## config.mk

```make
export PLATFORM = sky130hd
export DESIGN_NAME = param_accumulator_flat
export DESIGN_NICKNAME = d
export VERILOG_FILES = /design/src/rtl/param_accumulator_if.sv /design/src/rtl/param_accumulator.sv /design/src/flat_wrapper.sv
export SDC_FILE = /design/constraint.sdc
export NUM_CORES = 1
export LEC_CHECK = 0
export CAP_MARGIN = 15
export CORE_UTILIZATION = 42
export DETAILED_ROUTE_END_ITERATION = 8
export HOLD_SLACK_MARGIN = 0.02
export PLACE_DENSITY_LB_ADDON = 0.05
export RECOVER_POWER = 100
export SETUP_SLACK_MARGIN = 0.5
export SYNTH_ARGS = -nofsm -noshare
export SYNTH_HDL_FRONTEND = slang
export SYNTH_SLANG_ARGS = --single-unit
```

## constraint.sdc

```tcl
create_clock -name clk -period 2.3 [get_ports clk]
set_input_delay 0.69 -clock clk [delete_from_list [all_inputs] [get_ports clk]]
set_output_delay 0.69 -clock clk [all_outputs]
set_load 0.05 [all_outputs]
```

## src/rtl/param_accumulator_if.sv

```systemverilog
// Operand/result bundle for param_accumulator: control and step in, value and flags out.
interface param_accumulator_if #(
  parameter int WIDTH = 4
);
  logic             en;
  logic [1:0]       op;
  logic             clr;
  logic [WIDTH-1:0] step;
  logic [WIDTH-1:0] limit;
  logic [WIDTH-1:0] Yo;
  logic             ovf;
  logic             hit;

  modport master (output en, op, clr, step, limit, input  Yo, ovf, hit);
  modport slave  (input  en, op, clr, step, limit, output Yo, ovf, hit);
endinterface

```

## src/rtl/param_accumulator.sv

```systemverilog
// WIDTH-bit registered accumulator: add/subtract/load a step with optional saturation,
// sticky overflow flag and a one-cycle pulse when the value crosses limit upward.
module param_accumulator #(
  parameter int WIDTH    = 4,
  parameter int SATURATE = 0
) (
  input  logic               clk,
  input  logic               reset,
  param_accumulator_if.slave bus
);

  typedef enum logic [1:0] {
    OP_ADD  = 2'b00,
    OP_SUB  = 2'b01,
    OP_LOAD = 2'b10,
    OP_HOLD = 2'b11
  } op_e;

  logic [WIDTH-1:0] yo_q, yo_next;
  logic             ovf_q, ovf_next;
  logic             hit_q, hit_next;
  logic [WIDTH:0]   raw;

  // NOTE: every variable written here gets a default first, so no path leaves it
  // unassigned and no latch is inferred.
  always_comb begin
    yo_next  = yo_q;
    ovf_next = ovf_q;
    raw      = '0;
    if (bus.en) begin
      case (op_e'(bus.op))
        OP_ADD: begin
          raw = {1'b0, yo_q} + {1'b0, bus.step};
          if (raw[WIDTH]) begin
            ovf_next = 1'b1;
            yo_next  = (SATURATE != 0) ? '1 : raw[WIDTH-1:0];
          end else begin
            yo_next  = raw[WIDTH-1:0];
          end
        end
        OP_SUB: begin
          // Top bit of the widened difference is the borrow out.
          raw = {1'b0, yo_q} - {1'b0, bus.step};
          if (raw[WIDTH]) begin
            ovf_next = 1'b1;
            yo_next  = (SATURATE != 0) ? '0 : raw[WIDTH-1:0];
          end else begin
            yo_next  = raw[WIDTH-1:0];
          end
        end
        OP_LOAD: yo_next = bus.step;
        default: ;
      endcase
    end
    // Pulse only when the accumulator itself moves across limit; a limit change alone never does.
    hit_next = (yo_q < bus.limit) && (yo_next >= bus.limit);
  end

  // NOTE: sequential state uses non-blocking assignments so all registers update
  // together from values sampled at the same edge.
  always_ff @(posedge clk or negedge reset) begin
    if (!reset) begin
      yo_q  <= '0;
      ovf_q <= 1'b0;
      hit_q <= 1'b0;
    end else if (bus.clr) begin
      yo_q  <= '0;
      ovf_q <= 1'b0;
      hit_q <= 1'b0;
    end else begin
      yo_q  <= yo_next;
      ovf_q <= ovf_next;
      hit_q <= hit_next;
    end
  end

  assign bus.Yo  = yo_q;
  assign bus.ovf = ovf_q;
  assign bus.hit = hit_q;

endmodule

```

## src/flat_wrapper.sv

```systemverilog
// flat-port wrapper written by rule: the top's interface ports become plain ports
module param_accumulator_flat 
#(
  parameter int WIDTH    = 4,
  parameter int SATURATE = 0
)
  (clk, reset, bus_en, bus_op, bus_clr, bus_step, bus_limit, bus_Yo, bus_ovf, bus_hit);
  param_accumulator_if #(.WIDTH(WIDTH)) bus_i ();
  input  logic clk;
  input  logic reset;
  input wire logic [$bits(bus_i.en)-1:0] bus_en;
  input wire logic [$bits(bus_i.op)-1:0] bus_op;
  input wire logic [$bits(bus_i.clr)-1:0] bus_clr;
  input wire logic [$bits(bus_i.step)-1:0] bus_step;
  input wire logic [$bits(bus_i.limit)-1:0] bus_limit;
  output wire logic [$bits(bus_i.Yo)-1:0] bus_Yo;
  output wire logic [$bits(bus_i.ovf)-1:0] bus_ovf;
  output wire logic [$bits(bus_i.hit)-1:0] bus_hit;
  assign bus_i.en = bus_en;
  assign bus_i.op = bus_op;
  assign bus_i.clr = bus_clr;
  assign bus_i.step = bus_step;
  assign bus_i.limit = bus_limit;
  assign bus_Yo = bus_i.Yo;
  assign bus_ovf = bus_i.ovf;
  assign bus_hit = bus_i.hit;
  param_accumulator #(.WIDTH(WIDTH), .SATURATE(SATURATE)) u_core (.clk(clk), .reset(reset), .bus(bus_i));
endmodule
```

# Yosys cells after proc, flatten, opt, wreduce, memory -nomap -nowiden
# Cells that the tools add are included.
[op_classes] add_sub_neg=2 n_lt_le_gt_ge=2 n_eq_ne=4 n_mux=9 n_reduce_logical=5
[op_table] operator="4-bit case mux with 3 select lines" n=1
[op_table] operator="4-bit two-way mux" n=2
[op_table] operator="3-bit by 2-bit != test with 1-bit output (second input constant)" n=2
[op_table] operator="4-bit by 4-bit adder with 5-bit output" n=1
[op_table] operator="1-bit two-way mux" n=5
[op_table] operator="4-bit by 4-bit subtractor with 5-bit output" n=1
[op_table] operator="4-bit greater-or-equal comparator" n=1
[op_table] operator="4-bit < comparator" n=1
[op_table] operator="4-bit AND reduction" n=1
[op_table] operator="3-bit nonzero test" n=1
[op_table] operator="2-bit by 1-bit == test with 1-bit output (second input constant)" n=1
[op_table] operator="2-bit == test (second input constant)" n=1
[op_table] operator="2-bit zero test" n=1
[op_table] operator="1-bit case mux with 2 select lines" n=1
[op_table] operator="2-bit nonzero test" n=1
[op_table] operator="1-bit logical AND" n=1
[word_totals] reg_bits=6 inputBits=14 wordCells=25

# Logic depth before layout (Yosys ltp)
# Gate-level depths: netlist of run 1.
[depth] word_depth=6 ltp_mapped=12

# Least setup slack after synthesis of run 1
# OpenSTA, ideal clock, no wires.
[synth_path] path_kind="register -> register" from="reg u_core.yo_q[1] (netlist: u_core.bus.Yo[1])" to="reg u_core.hit_q (netlist: u_core.bus.hit)" setup_ns=0.125 arrival_ns=2.683 required_time_ns=2.175 setup_slack_ns=-0.508 stages_incl_launch_ff=10 path_buffers=0 synth_period_minus_slack_ns=2.808 cell_sequence="dfrtp_1 -> ha_1 -> nor2b_1 -> o211a_1 -> or4_1 -> a21oi_2 -> nor2_1 -> ha_1 -> a21oi_1 -> a2111oi_0"
[synth_via] elab_chain_cells=6 elab_cells_between_ends=8 classes_between="add/sub (2); order compare (2); mux (3); reduce/logical (1)"
[synth_lines] item="from (decl)" line="param_accumulator.sv:19" text="logic [WIDTH-1:0] yo_q, yo_next;"
[synth_lines] item="from (signal assigned)" line="param_accumulator.sv:71" text="yo_q <= yo_next;"
[synth_lines] item="4-bit by 4-bit subtractor with 5-bit output or 4-bit by 4-bit adder with 5-bit output (tied branches)" line="param_accumulator.sv:43, param_accumulator.sv:33"
[synth_lines] item="4-bit case mux with 3 select lines" line="param_accumulator.sv:31" text="case (op_e'(bus.op))"
[synth_lines] item="4-bit two-way mux" line="param_accumulator.sv:30" text="if (bus.en) begin"
[synth_lines] item="4-bit greater-or-equal comparator" line="param_accumulator.sv:56" text="hit_next = (yo_q < bus.limit) && (yo_next >= bus.limit);"
[synth_lines] item="1-bit logical AND (*)" line="param_accumulator.sv:56"
[synth_lines] item="1-bit two-way mux (*)" line="param_accumulator.sv:66" text="end else if (bus.clr) begin"
[synth_lines] item="to (signal assigned)" line="param_accumulator.sv:73" text="hit_q <= hit_next;"
[synth_lines] item="to (decl)" line="param_accumulator.sv:21" text="logic hit_q, hit_next;"
# Mark *: on every way between the ends. The rest lies on a longest branch, timed or not.
# A chain may end at the register's enable or synchronous reset.

# Worst setup path in the final report of run 1
[layout_path] from="in bus_step[1]" to="reg u_core.hit_q (netlist: u_core.bus.hit)"
[layout_via] elab_chain_cells=6 elab_cells_between_ends=7 classes_between="add/sub (2); order compare (1); mux (3); reduce/logical (1)"
[layout_lines] item="from (decl)" line="flat_wrapper.sv:14" text="input wire logic [$bits(bus_i.step)-1:0] bus_step;"
[layout_lines] item="4-bit by 4-bit subtractor with 5-bit output or 4-bit by 4-bit adder with 5-bit output (tied branches)" line="param_accumulator.sv:43, param_accumulator.sv:33"
[layout_lines] item="4-bit case mux with 3 select lines (*)" line="param_accumulator.sv:31"
[layout_lines] item="4-bit two-way mux (*)" line="param_accumulator.sv:30"
[layout_lines] item="4-bit greater-or-equal comparator (*)" line="param_accumulator.sv:56"
[layout_lines] item="1-bit logical AND (*)" line="param_accumulator.sv:56"
[layout_lines] item="1-bit two-way mux (*)" line="param_accumulator.sv:66"
# Marks and branches as above.

==> results.md, run 1 <==
- Total wire length: approximately 2400 um
- Num ports: 20
- Max-slew violation count: 0
- Clk_lat worst skew: around 250 ps
- Number of global-route vias before repair: between 800 and 900
- FF+latch count, synth: 6
- Path type of the worst setup path: input pin to register
- Global routing's busiest layer: met2
- DP Cell Count: roughly 150
- Power Total: around 0.56 mW
- Setup violators final: 1
- Hold Fails Final Rpt: 0
- Max FO, Critical Path: 2
- R2r setup slk: -160 ps
- R2r startpoint: u_core.bus.Yo[1]
- Worst hold path class: register to register
- Post-cts hold buffer count: 0
- Worst-path cell with the longest stage delay: or4_4
- GRT Util Overall: between 20% and 30%
- Nets: 170
- Mapped Area: 739 um2
- I/O Buffers: 19
- CTS H-tree depth: 1
- Crit path DAT: approximately 2700 ps
- Hold Slack: 521 ps
- Total grt overflow: 0
- Reg clk slew, reported paths: ~40 ps
- Final worst slack: -250 ps
- Initial DRC Count: 25
- End of the worst register-to-register path: u_core.bus.hit
- Placement Setup Slack: -960 ps
- Fin crit share: 111%
- Vias: roughly 840
- Hold Crit Start: u_core.bus.ovf
- Max frequency: roughly 400 MHz
- Leak Pwr: 0.641 nW
- Seq/Total Area, Yosys: between 20% and 30%
- Number of remaining DRC errors: 0
- Post-route insts no fill: roughly 150
- Net count after synthesis: 119
- Power density of the placed cells: 429 mW/mm2
- Worst Path Required: 2430 ps
- Routability congestion estimate: just under 0.8
- Met1 GRT Util: 30.7%
- Final Util: between 80% and 90%
- Yosys cell types: 25
- Critical path launch point type: input pin
- First-pass GRT wire length: roughly 3600 um
- Die Wd: approximately 44 um
- RSZ-0062 raised after global routing: true
- Core footprint: between 0.0015 and 0.002 mm2
- Cell row count: 14
- Worst VDD drop: 0.452 mV
- Pin count of the biggest net entering global routing: 9
- Synthesis Warnings: 0
- Status: finished with violations
- CP Capture Type: register
- Failing checks: setup timing
- Max Cap Viol: 0
- TritonCTS clock tree: yes
- Ratio of cells with drive above 1 in the final layout: 44.2%
- WHS Path Cells: 2
- Num CTS Buffers: 3
- Area Overhead vs Synth: 77.7%
- Drt wl/cell: approximately 16 um
- Final HPWL DP: between 1500 and 2000 um
- First-pass detailed-route iteration total: 4
- TritonCTS Sinks: 6
- Met3 Use GR: 2.50%
- Fin crit period: 2550 ps
- Diodes inserted: 0
- Crit path cell chain: buf_8 > inv_6 > ha_4 > nor2b_4 > o211a_1 > or4_4 > a21oi_4 > nor2_1 > ha_1 > a21oi_2 > a2111oi_2
- CTS Root Cell: clkbuf_4
- Worst slew pin tran: 604 ps
- Worst r2r path cells: 9
- Average size of a mapped cell: 8.40 um2
- Clock Tree Buf Depth: 2
- Remaining antenna violation count: 0
- Vias per inst: 5.43
- Initial antenna violation count: 0
- Met2 Use GR: between 40 and 50%
- Clock skew: about 10 ps
- Die H: 44.0 um
- Max-Slew Margin vs Limit: roughly three fifths
- Worst hold path endpoint: u_core.bus.ovf
- Post-Syn Instances: between 80 and 90
- Initial Util: a little under half
- Die ar.: 0.00193 mm2
- Critical path's largest stage delay: approximately 500 ps
[cells in the mapped netlist (all sizes together)]
cell type | count | area [um2]
nor3 | 1 | 5.00
dfrtp | 6 | 150
nand2 | 6 | 22.5
nor2b | 5 | 31.3
fa | 2 | 40.0
a21boi | 1 | 7.51
ha | 15 | 188
o31ai | 2 | 15.0
o22ai | 5 | 31.3
buf | 1 | 7.51
nand2b | 3 | 18.8
a21oi | 7 | 38.8
nor2 | 4 | 15.0
o21ai | 8 | 40.0
or4 | 1 | 7.51
xnor2 | 1 | 8.76
inv | 13 | 48.8
o211a | 1 | 10.0
a2111oi | 2 | 18.8
mux2 | 1 | 11.3
a21o | 2 | 15.0
a41oi | 1 | 8.76
[layout make-up]
cell class              count  area, um2
well taps                  16       20.0
clock buffers               4       26.3
fillers                   101        263
flip-flops and latches      6        153
multi-input cells          68        661
inverters                  13       53.8
repair buffers             47        400
[flip-flops by register name, summed over array words and instances, names as in the netlist]
signal / flops
u_core.bus.ovf: 1
u_core.bus.Yo: 4
u_core.bus.hit: 1
[cell families (layout without fill, tap and decap cells)]
family / Yosys count / after routing / synth area share, %
simple gates: 20 / 20 / 13.5
fa+ha+maj: 17 / 17 / 30.8
compound gates: 29 / 29 / 25.0
mux: 1 / 1 / 1.52
xor+xnor: 1 / 1 / 1.18
buf+inv: 14 / 64 / 7.62
flops: 6 / 6 / 20.3
[per-layer routing]
| layer | part of all wire (%) | vias up |
|---|---|---|
| met5 | 0 | - |
| met4 | 4.6 | 0 |
| met3 | 4.1 | 12 |
| met2 | 50 | 33 |
| met1 | 42 | 383 |
| li1 | - | 408 |
[critical path, delay by kind of cell]
family          cells  cell delay [ps]
simple gates        3              700
fa+ha+maj           2              490
buf+inv             2              150
compound gates      4              650
[layout by cell type, fill, tap and decap left out, drive strengths merged]
| master | synthesis | routed |
|---|---|---|
| a21oi | 7 | 7 |
| o21ai | 8 | 8 |
| nor2 | 4 | 4 |
| inv | 13 | 13 |
| xnor2 | 1 | 1 |
| a21boi | 1 | 1 |
| nand2b | 3 | 3 |
| or4 | 1 | 1 |
| nand2 | 6 | 6 |
| a2111oi | 2 | 2 |
| buf | 1 | 31 |
| o31ai | 2 | 2 |
| dlygate4sd3 | 0 | 1 |
| o211a | 1 | 1 |
| clkdlybuf4s15 | 0 | 3 |
| nor3 | 1 | 1 |
| clkdlybuf4s50 | 0 | 6 |
| mux2 | 1 | 1 |
| clkbuf | 0 | 7 |
| o22ai | 5 | 5 |
| a41oi | 1 | 1 |
| nor2b | 5 | 5 |
| ha | 15 | 15 |
| dlygate4sd2 | 0 | 3 |
| dfrtp | 6 | 6 |
| fa | 2 | 2 |
| a21o | 2 | 2 |
[worst max-delay path by stage]
stage	slack [ps]	to	depth (start not counted)	from
global route	-340	u_core.bus.hit	10	bus_step[1]
CTS	-390	u_core.bus.hit	11	bus_step[1]
floorplan	-280	u_core.bus.hit	10	bus_step[1]
detailed placement	-960	u_core.bus.hit	11	bus_step[1]
global placement	-930	u_core.bus.hit	11	bus_step[1]
finish	-250	u_core.bus.hit	11	bus_step[1]
[power breakdown]
part | switching [mW] | internal [mW] | total (mW)
logic | 0.167 | 0.163 | 0.330
registers | 0.0106 | 0.116 | 0.126
clock network | 0.0405 | 0.0659 | 0.106
total | 0.218 | 0.345 | 0.563
[what timing repair did]
| item | 4_1_cts | 5_1_grt |
|---|---|---|
| buffers inserted | 3 | 2 |
| pin swaps | 17 | 9 |
| endpoints found under the setup margin | 8 | 7 |
| resized for setup | 42 | 18 |
[per-stage QoR]
step,cell area [um2],setup TNS (ps)
after floorplan,744,-280
after global placement,1110,-1980
after detailed placement,1110,-2200
after CTS,1250,-386
after global routing,1310,-344
final,1310,-250
Note: power is estimated with default switching activity, not from simulation.
==> run 2, diff against run 1 <==
CORE_UTILIZATION = 45   (was 42)
clock period = 3 ns   (was 2.3 ns; I/O delays follow)
==> run 2 against run 1 <==
Effect of this change: first-iteration DRC count fell by 24%; power fell by 31%; critical endpoint unchanged; clock skew fell by 8.3 ps; design area fell by 7.4%; die area fell by 6.4%; sequential power fell by 20%; routed wire length fell by 11%; clock power fell by 30%; via count fell by 6.9%; the flow now finishes without violations; largest cell class unchanged; sequential share of layout area rose by 0.73 points; largest power group unchanged.
==> results.md, run 2 (synthesis gave the netlist of run 1 again) <==
- Status: complete, no violations
- Number of remaining DRC errors: 0
- Diodes inserted: 0
- Vias per inst: roughly 5.4
- Worst hold path class: register to register
- Register area: between 150 and 200 um2
- Max FO, Critical Path: 3
- Setup violators final: 0
- Ratio of cells with drive above 1 in the final layout: about 31%
- Crit path DAT: between 2000 and 3000 ps
- Number of flip-flops under the largest register name: 4
- Nets: 161
- Initial Util: between 40% and 50%
- Initial antenna violation count: 0
- First-pass detailed-route iteration total: 4
- Design Area, Final: between 0.001 and 0.0015 mm2
- RSZ-0062 raised after global routing: true
- Worst-path cell with the longest stage delay: dlygate4sd3_1
- CTS Root Cell: clkbuf_4
- Critical path's largest stage delay: 600 ps
- GRT Util Overall: a little over a quarter
- Initial DRC Count: 19
- Final HPWL DP: ~1500 um
- Clock skew: about 2 ps
- Pin count of the biggest net entering global routing: 9
- Max-Slew Margin vs Limit: roughly 60%
- Reg clk slew, reported paths: ~40 ps
- Placed instance area: approximately 0.0011 mm2
- Worst VDD drop: ~0.25 mV
- Critical path launch point type: input pin
- TritonCTS Sinks: 6
- Worst path most repeated cell: a21o_1
- I/O Buffers: 19
- Total wire length: 2140 um
- Clk_lat worst skew: around 240 ps
- Filler cells: roughly 110
- Max Cap Viol: 0
- Commonest non-fill, non-tap cell in the layout: buf_4
- Core footprint: around 0.0015 mm2
- Commonest cells after routing, fill and taps aside: buf_4 (17), inv_1 (11), ha_1 (10)
- Placement Setup Slack: -514 ps
- Num ports: 20
- Vias: 778
- Final worst slack: approximately 170 ps
- Routability congestion estimate: roughly 0.82
- Num CTS Buffers: 3
- Max frequency: ~350 MHz
- Multi-input gate area: ~640 um2
- Remaining antenna violation count: 0
- Drt wl/cell: approximately 15 um
- Leak Pwr: about 0.61 nW
- Cell row count: 14
- Area Overhead vs Synth: 64.5%
- Die H: 42.5 um
- Worst slew pin tran: ~600 ps
- Die ar.: approximately 0.0018 mm2
- CTS H-tree depth: 1
- Clock Tree Buf Depth: 2
- Path type of the worst setup path: input pin to register
- Fin crit share: a little over nine tenths
- Hold Slack: about 500 ps
- Number of global-route vias before repair: 800
- Hold Fails Final Rpt: 0
- CP Capture Type: register
- TritonCTS clock tree: yes
- Crit path cell chain: dlygate4sd3_1 > inv_1 > nand2_1 > o22ai_1 > a21oi_1 > ha_1 > nand2b_1 > a21o_1 > a21o_1 > a21oi_2 > a2111oi_2
- Total grt overflow: 0
- Max-slew violation count: 0
- Worst Path Required: slightly above 3000 ps
- Fin crit period: about 2800 ps
- Die Wd: 42.5 um
- First-pass GRT wire length: ~3600 um
- Power density of the placed cells: around 320 mW/mm2
==> run 2: timing repair <==
action | in CTS | in global routing
setup endpoints to repair | 5 | 3
pin swaps | 14 | 12
gates resized for setup | 32 | 11
hold buffers | 0 | 0
buffers inserted | 1 | 2
==> run 2: final timing paths <==
check / start / end / slack (ps) / cells past startpoint
setup / recovery: bus_op[1] / u_core.bus.hit / 170 / 11
min in group asynchronous: reset / u_core.bus.Yo[1] / 970 / 1
hold / removal: u_core.bus.ovf / u_core.bus.ovf / 500 / 2
max in group asynchronous: reset / u_core.bus.ovf / 1800 / 1
hold reg to reg: u_core.bus.ovf / u_core.bus.ovf / 500 / 2
setup reg to reg: u_core.bus.Yo[1] / u_core.bus.hit / 420 / 9
==> run 2: power by group <==
part / internal [mW] / leakage, nW / switching [mW]
Combinational: 0.104 / 0.512 / 0.111
Clock: 0.0452 / 0.0138 / 0.0289
Sequential: 0.0883 / 0.0800 / 0.0126
==> run 2: critical path: cells and delay by family <==
kind,cells,cell delay (ps)
AO/OA/AOI/OAI,6,860
buffers and inverters,2,680
AND/OR/NAND/NOR,2,260
adder cells (fa/ha/maj),1,260
==> run 2: layer usage <==
metal,routed length (um),up-vias,part of all wire [%],track usage (%)
li1,-,391,-,-
met1,913,363,43,32.2
met2,1140,17,53,47.4
met3,44,7,2.1,1.29
met4,46,0,2.1,13.8
met5,0,-,0,0
==> run 2: stage by stage <==
| step | util, % | instances | TNS (ps) | power (mW) |
|---|---|---|---|---|
| after floorplan | - | 88 | 0 | 0.203 |
| after global placement | 69.7 | 138 | -408 | 0.278 |
| after detailed placement | 69.7 | 138 | -514 | 0.283 |
| after CTS | 78.2 | 142 | 0 | 0.386 |
| after global routing | 79.8 | 144 | 0 | 0.415 |
| final | 79.8 | 144 | 0 | 0.390 |
==> run 2: area by class of cell <==
cell class              instances  share of cell area (%)
inverters                      13                    4.22
flip-flops and latches          6                    12.3
clock buffers                   3                    1.85
well taps                      16                    1.65
multi-input cells              68                    52.8
repair buffers                 38                    27.2
